File: src/rtl/apb_arbiter_rr.sv
// N-master to 1-slave APB arbiter: round-robin grant, SETUP/ACCESS sequencing
// toward the shared slave, and a per-transfer ACCESS timeout that forces an error response.

module apb_arbiter_rr_lane #(
    parameter int DATA_WIDTH = 32
) (
    input  logic                  sel,
    input  logic                  done,
    input  logic                  tmo,
    input  logic [DATA_WIDTH-1:0] s_prdata,
    input  logic                  s_pslverr,
    output logic                  pready,
    output logic [DATA_WIDTH-1:0] prdata,
    output logic                  pslverr
);
    logic hit;

    assign hit     = sel & done;
    assign pready  = hit;
    assign pslverr = hit & (tmo | s_pslverr);
    // a forced completion never forwards whatever the slave happens to drive
    assign prdata  = (hit && !tmo) ? s_prdata : '0;
endmodule

module apb_arbiter_rr #(
    parameter int ADDR_WIDTH     = 32,
    parameter int DATA_WIDTH     = 32,
    parameter int NUM_MASTERS    = 4,
    parameter int TIMEOUT_CYCLES = 256,
    localparam int IDX_W         = (NUM_MASTERS > 1) ? $clog2(NUM_MASTERS) : 1,
    localparam int STRB_W        = DATA_WIDTH / 8
) (
    input  logic                              clk,
    input  logic                              rst,
    input  logic [NUM_MASTERS-1:0]            m_psel,
    input  logic [NUM_MASTERS-1:0]            m_penable,
    input  logic [NUM_MASTERS-1:0]            m_pwrite,
    input  logic [NUM_MASTERS*ADDR_WIDTH-1:0] m_paddr,
    input  logic [NUM_MASTERS*DATA_WIDTH-1:0] m_pwdata,
    input  logic [NUM_MASTERS*STRB_W-1:0]     m_pstrb,
    input  logic [NUM_MASTERS*3-1:0]          m_pprot,
    output logic [NUM_MASTERS-1:0]            m_pready,
    output logic [NUM_MASTERS*DATA_WIDTH-1:0] m_prdata,
    output logic [NUM_MASTERS-1:0]            m_pslverr,
    output logic                              s_psel,
    output logic                              s_penable,
    output logic                              s_pwrite,
    output logic [ADDR_WIDTH-1:0]             s_paddr,
    output logic [DATA_WIDTH-1:0]             s_pwdata,
    output logic [STRB_W-1:0]                 s_pstrb,
    output logic [2:0]                        s_pprot,
    input  logic                              s_pready,
    input  logic                              s_pslverr,
    input  logic [DATA_WIDTH-1:0]             s_prdata,
    output logic [IDX_W-1:0]                  grant_idx,
    output logic                              busy,
    output logic                              timeout_err
);
    localparam int CNT_W = (TIMEOUT_CYCLES > 1) ? $clog2(TIMEOUT_CYCLES) : 1;
    localparam logic [CNT_W-1:0] TMO_LAST =
        CNT_W'((TIMEOUT_CYCLES > 0) ? TIMEOUT_CYCLES - 1 : 0);
    localparam logic [IDX_W-1:0] LAST_IDX = IDX_W'(NUM_MASTERS - 1);
    localparam logic [IDX_W:0]   N_EXT    = (IDX_W+1)'(NUM_MASTERS);

    typedef enum logic [1:0] {IDLE, SETUP, ACCESS} state_t;

    state_t                 state, state_nxt;
    logic [IDX_W-1:0]       rr_ptr, ptr_nxt, off, winner;
    logic [IDX_W:0]         sum;
    logic [2*NUM_MASTERS-1:0] req_dbl;
    logic [NUM_MASTERS-1:0] req_rot;
    logic                   found, tmo_hit, done;
    logic [CNT_W-1:0]       tmo_cnt;
    logic                   unused_penable;

    logic [ADDR_WIDTH-1:0]  paddr_a  [NUM_MASTERS];
    logic [DATA_WIDTH-1:0]  pwdata_a [NUM_MASTERS];
    logic [STRB_W-1:0]      pstrb_a  [NUM_MASTERS];
    logic [2:0]             pprot_a  [NUM_MASTERS];

    assign unused_penable = ^m_penable;

    // Rotate requests so bit 0 is the master just after rr_ptr; lowest set bit wins.
    always_comb begin
        ptr_nxt = (rr_ptr == LAST_IDX) ? '0 : rr_ptr + IDX_W'(1);
        req_dbl = {m_psel, m_psel};
        req_rot = NUM_MASTERS'(req_dbl >> ptr_nxt);
        found   = |req_rot;
        off     = '0;
        for (int j = NUM_MASTERS - 1; j >= 0; j--) begin
            if (req_rot[j]) off = IDX_W'(j);
        end
        sum    = {1'b0, ptr_nxt} + {1'b0, off};
        winner = (sum >= N_EXT) ? IDX_W'(sum - N_EXT) : IDX_W'(sum);
    end

    assign tmo_hit = (TIMEOUT_CYCLES > 0) && (state == ACCESS) && !s_pready
                     && (tmo_cnt == TMO_LAST);
    assign done    = (state == ACCESS) && (s_pready || tmo_hit);

    always_comb begin
        state_nxt = state;
        case (state)
            IDLE:    if (found) state_nxt = SETUP;
            SETUP:   state_nxt = ACCESS;
            ACCESS:  if (done) state_nxt = IDLE;
            default: state_nxt = IDLE;
        endcase
    end

    always_ff @(posedge clk or posedge rst) begin
        if (rst) begin
            state     <= IDLE;
            rr_ptr    <= LAST_IDX;
            grant_idx <= '0;
            tmo_cnt   <= '0;
        end else begin
            state <= state_nxt;
            if (state == IDLE && found) begin
                grant_idx <= winner;
                rr_ptr    <= winner;
            end
            if (state == SETUP)
                tmo_cnt <= '0;
            else if (state == ACCESS && !s_pready && tmo_cnt != TMO_LAST)
                tmo_cnt <= tmo_cnt + CNT_W'(1);
        end
    end

    genvar i;
    generate
        for (i = 0; i < NUM_MASTERS; i++) begin : g_lane
            assign paddr_a[i]  = m_paddr[i*ADDR_WIDTH +: ADDR_WIDTH];
            assign pwdata_a[i] = m_pwdata[i*DATA_WIDTH +: DATA_WIDTH];
            assign pstrb_a[i]  = m_pstrb[i*STRB_W +: STRB_W];
            assign pprot_a[i]  = m_pprot[i*3 +: 3];

            apb_arbiter_rr_lane #(.DATA_WIDTH(DATA_WIDTH)) u_lane (
                .sel       (grant_idx == IDX_W'(i)),
                .done      (done),
                .tmo       (tmo_hit),
                .s_prdata  (s_prdata),
                .s_pslverr (s_pslverr),
                .pready    (m_pready[i]),
                .prdata    (m_prdata[i*DATA_WIDTH +: DATA_WIDTH]),
                .pslverr   (m_pslverr[i])
            );
        end
    endgenerate

    // Payload is forced to zero outside a transfer so the slave bus idles clean.
    assign busy        = (state != IDLE);
    assign s_psel      = busy;
    assign s_penable   = (state == ACCESS);
    assign s_pwrite    = busy & m_pwrite[grant_idx];
    assign s_paddr     = busy ? paddr_a[grant_idx]  : '0;
    assign s_pwdata    = busy ? pwdata_a[grant_idx] : '0;
    assign s_pstrb     = busy ? pstrb_a[grant_idx]  : '0;
    assign s_pprot     = busy ? pprot_a[grant_idx]  : '0;
    assign timeout_err = tmo_hit;
endmodule
File: config.mk
export PLATFORM = sky130hd
export DESIGN_NAME = apb_arbiter_rr
export DESIGN_NICKNAME = d
export VERILOG_FILES = /design/src/rtl/apb_arbiter_rr.sv
export SDC_FILE = /design/constraint.sdc
export NUM_CORES = 1
export LEC_CHECK = 0
export CAP_MARGIN = 20
export CORE_AREA = 10 10 206 208
export CTS_CLUSTER_SIZE = 20
export DETAILED_ROUTE_END_ITERATION = 12
export DIE_AREA = 0 0 216 218
export GPL_TIMING_DRIVEN = 0
export MAX_ROUTING_LAYER = met4
export PLACE_DENSITY = 0.4
export SETUP_SLACK_MARGIN = 0.4
export SLEW_MARGIN = 20
export SYNTH_ARGS = -nofsm -noshare
export SYNTH_HDL_FRONTEND = slang
export SYNTH_SLANG_ARGS = --single-unit
File: constraint.sdc
create_clock -name clk -period 2.75 [get_ports clk]
set_clock_uncertainty 0.2 [all_clocks]
set_input_delay 0.55 -clock clk [delete_from_list [all_inputs] [get_ports clk]]
set_output_delay 0.55 -clock clk [all_outputs]
set_load 0.02 [all_outputs]
== After elaboration in Yosys (flattened, before gate mapping) ==
Index checks and enable logic that the tools add are counted.

* $add $sub $neg: 4
* Magnitude comparators: 3
* Equal/unequal tests: 10
* Shift-type cells: 1
* Muxes and demuxes: 33
* Bitwise logic cells: 11
* Reduce and logical (&&, ||, !) cells: 18

{| class="wikitable"
|+ Operators by type and width
! operator !! count
|-
| $mux W32 || 10
|-
| $bmux W32 S2 || 2
|-
| $mux W2 || 8
|-
| $mux W8 || 2
|-
| $mux W4 || 3
|-
| $and A1 B1 Y1 || 9
|-
| $logic_and A1 B1 Y1 || 9
|-
| $mux W3 || 3
|-
| $add A8 B1 Y8 const B || 1
|-
| $bmux W4 S2 || 1
|-
| $eq A2 B2 Y1 const B || 4
|-
| $eq A8 B8 Y1 const B || 1
|-
| $ne A8 B8 Y1 const B || 1
|-
| $shr A8 B2 Y4 || 1
|-
| $bmux W3 S2 || 1
|-
| $ge A3 B3 Y1 const B || 2
|-
| $pmux W2 S3 || 1
|-
| $eq A2 B1 Y1 const B || 2
|-
| $logic_not A2 Y1 || 2
|-
| $reduce_bool A2 Y1 || 2
|-
| $reduce_or A4 Y1 || 1
|-
| $add A2 B2 Y3 || 1
|-
| $lt A2 B3 Y1 const B || 1
|-
| $not A2 Y3 || 1
|-
| 10 further kinds || 11
|}

* Register bits after elaboration: 14
* Input bits: 332
* Output and inout bits: 214
* Word-level logic and storage cells: 84

== Longest topological paths before layout ==
* Word-level depth: 10
* Depth in mapped cells: 6

== By module ==
Synthesis repeated with hierarchy kept, for this count alone.

* Cell total of the unflattened synthesis: 438
* Area total of the unflattened synthesis: 4583.1 um^2

{| class="wikitable"
|+ Modules (own cells, without submodules)
! module !! instances !! cells an instance !! area each (um^2) !! seq. area each (um^2)
|-
| apb_arbiter_rr || 1 || 266 || 3056.7 || 352.8
|-
| apb_arbiter_rr_lane || 4 || 43 || 381.6 || 0.0
|}

== Least setup slack after synthesis ==
Ideal clock, no wire load.

* Kind: reg-to-output
* From: register grant_idx[0]
* To: output s_paddr[10]
* Arrival: 1.619 ns
* Required time: 2.000 ns
* Slack: 0.381 ns
* Cell stages (with the launch flop): 5
* Cell sequence: dfrtp_1 > buf_6 > buf_2 > mux4_2 > and2_1

* Word-level cells in the longest chain between the ends: 5

{| class="wikitable"
|+ RTL lines
! item !! line !! RTL
|-
| start, declared || 55 || <nowiki>output logic [IDX_W-1:0] grant_idx,</nowiki>
|-
| start signal, assigned || 120 || <nowiki>grant_idx <= winner;</nowiki>
|-
| $not A2 Y3 (implied by the code) || 156 || <nowiki>assign s_paddr = busy ? paddr_a[grant_idx] : '0;</nowiki>
|-
| $bmux W32 S2 || 156 ||
|-
| $mux W32 (implied by the code) (2 in a row) || 156 ||
|-
| $mux W32 || 156 ||
|-
| end, declared || 48 || <nowiki>output logic [ADDR_WIDTH-1:0] s_paddr,</nowiki>
|}

Every way passes these cells. The select of a mux whose other input is x is not followed.

== Worst setup path after layout ==
* From: register grant_idx[0]
* To: output s_pstrb[0]

* Word-level cells in the longest chain between the ends: 5

{| class="wikitable"
|+ RTL lines
! item !! line !! RTL
|-
| $not A2 Y3 (implied by the code) || 158 || <nowiki>assign s_pstrb = busy ? pstrb_a[grant_idx] : '0;</nowiki>
|-
| $bmux W4 S2 || 158 ||
|-
| $mux W4 (implied by the code) (2 in a row) || 158 ||
|-
| $mux W4 || 158 ||
|-
| end, declared || 50 || <nowiki>output logic [STRB_W-1:0] s_pstrb,</nowiki>
|}

Every way passes these cells. The select of a mux whose other input is x is not followed.

==> summary.md <==
| Metric | Value |
|---|---|
| Hold Crit Class | reg -> reg |
| Area delta synth->final | 186.0% |
| Sink Count | 14 |
| Crit end category | primary output |
| Drt first pass iters | 6 |
| Vias in the first global route | 6414 |
| Synth Area per Inst | ~9.5 um^2 |
| Skew-Pair Late Insertion Delay | 240 ps |
| Rows | 72 |
| Yosys cell types | 42 |
| Initial drt markers | 163 |
| Slew Limit Fails | 0 |
| WL/cell | 25.16 um |
| Core area | 38290 um^2 |
| Most frequent cells in the layout | clkdlybuf4s50_1 (329), buf_6 (160), and2_4 (128) |
| # H-tree levels | 1 |
| Max layer used | met4 |
| Mapped Area | a little over 4000 um^2 |
| Final ANT Viol Nets | 0 |
| Clock root buffer | clkbuf_16 |
| CTS tree | built |
| VDD IR max | 0.2636 mV |
| Crit-path cells | buf_12 -> buf_16 -> mux4_2 -> and2_1 -> clkdlybuf4s15_1 |
| Slowest stage delay, CP | 490 ps |
| Cts hold-fix bufs | 0 |
| Metal-1 WL | 15.14 mm |
| Met2 WL | 19.93 mm |
| Status | completed |
| Yosys Warn Count | 0 |
| Vias per cell | 3.861 |
| Power Dens Cells | 771.4 nW/um^2 |
| RSZ-0062 raised after global routing | yes |
| Initial core utilization | 0.1055 |
| Syn Inst Count | 426 |
| Largest net degree at the start of global routing | 15 |
| Post-synthesis sequential area ratio | 0.08736 |
| WP data required | around 2000 ps |
| Crit path max-delay family | buffers and inverters |
| CTS Buf Count | 3 |
| Top cells by area, synth | mux4_2 (40%), and2_1 (31%), dfrtp_1 (7.4%) |
| Yosys reg bits | 14 |
| Crit-path max FO | 9 |
| Pleak | around 4.8 nW |
| Die Y | 218 um |
| WL met3 | 3.586 mm |
| Mapped Nets | 760 |
| Tcrit/Tclk final | 0.9711 |
| Yosys top cell area share | 0.4015 |
| Worst-Margin Slew | 582.9 ps |
| Final min period | 2671 ps |
| WS Path Type | reg -> out |
| Die W | 216 um |
| Clock Path Buffers | 2 |
| DR DRC count | 0 |
| HPWL Detailed | 33.04 mm |
| Maximum clock rate | 374.5 MHz |
| Global Route Usage Sum | 0.1559 |
| Fillers | 4094 |
| Maximum capacitance violations | 0 |
| Clock transition at the registers of the reported paths | roughly 50 ps |
| Nets@finish | ~1400 |
| RePlAce Congestion | approximately 0.87 |
| Number of antenna violations at the first check in global routing | 3 |
| Worst Path Buf+Inv | 3 |
| Crit path max-delay cell type | mux4_2 |
| Via Count | ~6000 |
| Most common cell after layout, fill and taps aside | clkdlybuf4s50_1 |
| Relative slew slack | 0.6110 |
| Startpoint Class | flop |
| WL final | 38.82 mm |
| Gr ovfl total | 0 |
| PortBufs | ~540 |
| # IOs | 546 |
| Tot Pwr | 0.008909 W |
| Crit path arrival time | about 1900 ps |
| Final-report hold violation count | 0 |
| Fraction of layout cells with a size suffix above 1 | 0.5244 |
| Die area | 47090 um^2 |
| Synth area leader | mux4_2 |
| First-pass GRT wire length | 51.55 mm |
| Total negative slack | 0 ps |
| # setup viols final | 0 |
==> final cells by class <==
type	instances	area (um^2)	area share
Timing Repair Buffer	594	5942	0.5145
Multi-Input combinational cell	357	3839	0.3324
Tap cell	518	648.1	0.05612
Buffer	49	644.4	0.05579
Sequential cell	14	357.8	0.03098
Clock buffer	4	88.84	0.007691
Inverter	6	27.53	0.002383
Antenna cell	1	2.502	0.0002167
==> state kept, by name (all words and copies together), names as in the netlist <==
| signal | cells |
|---|---|
| tmo_cnt | 8 |
| grant_idx | 2 |
| rr_ptr | 2 |
| state | 2 |
==> cell families (layout without fill, tap and decap cells) <==
family | count (synthesis) | in the layout | synth area share
xor gates and xnor gates | 1 | 1 | 0.002169
buffers and inverters | 55 | 653 | 0.07218
AOI/OAI and AO/OA | 29 | 29 | 0.05328
and+or+nand+nor | 252 | 252 | 0.3748
muxes | 73 | 73 | 0.4040
other | 0 | 1 | 0
adders and majority gates | 2 | 2 | 0.006195
DFF | 14 | 14 | 0.08736
==> metal layers <==
metal / track usage / up-vias
li1: - / 2727
met3: 0.04993 / 10
met4: 0.01142 / 0
met1: 0.1772 / 2871
met2: 0.2737 / 350
met5: - / -
==> worst paths after layout <==
path / depth (start not counted) / endpoint / startpoint / slack (ps)
worst min register to register: 1 / rr_ptr[1]$_DFFE_PP1P_ / rr_ptr[1]$_DFFE_PP1P_ / 310
min in group asynchronous: 2 / grant_idx[1]$_DFFE_PP0P_ / rst / 470
max in group asynchronous: 2 / tmo_cnt[3]$_DFFE_PP0P_ / rst / 1460
worst max register to register: 6 / rr_ptr[0]$_DFFE_PP1P_ / rr_ptr[0]$_DFFE_PP1P_ / 750
worst max-delay path: 5 / s_pstrb[0] / grant_idx[0]$_DFFE_PP0P_ / 80
worst min-delay path: 1 / rr_ptr[1]$_DFFE_PP1P_ / rr_ptr[1]$_DFFE_PP1P_ / 310
==> repair_timing <==
action	CTS	global route
gates resized for setup	930	545
pin swaps	32	20
setup buffers	15	28
setup endpoints to repair	211	212
gates cloned	7	3
==> cells in the mapped netlist, drive strengths merged <==
| library cell | n |
|---|---|
| and4 | 1 |
| nand4b | 1 |
| or2 | 1 |
| inv | 6 |
| xnor2 | 1 |
| nand2b | 5 |
| and3 | 1 |
| a2bb2oi | 1 |
| o21ai | 5 |
| and2 | 200 |
| nand4 | 1 |
| ha | 2 |
| a2111oi | 1 |
| o21a | 1 |
| a21oi | 3 |
| dfstp | 2 |
| o31ai | 6 |
| buf | 26 |
| nor4 | 2 |
| a21o | 3 |
| or4 | 1 |
| o211ai | 4 |
| nand3 | 4 |
| o32a | 1 |
| dfrtp | 12 |
| nor2 | 18 |
| mux4 | 72 |
| o221ai | 1 |
| nor2b | 2 |
| a211oi | 3 |
| mux2i | 1 |
| clkbuf | 23 |
| nand2 | 10 |
| nor3 | 5 |
==> power breakdown <==
part / total (W) / internal [W] / leakage [nW] / switching, W
Sequential: 0.000342 / 0.000278 / 0.175 / 0.0000634
Combinational: 0.00826 / 0.00443 / 4.63 / 0.00383
Clock: 0.000308 / 0.000221 / 0.0442 / 0.0000875
==> per-stage QoR <==
stage / area [um^2] / hold WS, ps / utilization / std cells / setup WS (ps)
final: 11550 / 312.0 / 0.3017 / 1543 / 79.43
after floorplan: 4040 / 237.7 / - / 426 / 436.8
after global routing: 11550 / 319.7 / 0.3017 / 1543 / -9.048
after global placement: 10100 / 302.2 / 0.2639 / 1485 / -1061
after detailed placement: 10100 / 308.4 / 0.2639 / 1485 / -1108
after CTS: 10910 / 315.7 / 0.2849 / 1511 / -14.89
Note: power is estimated with default switching activity, not from simulation.
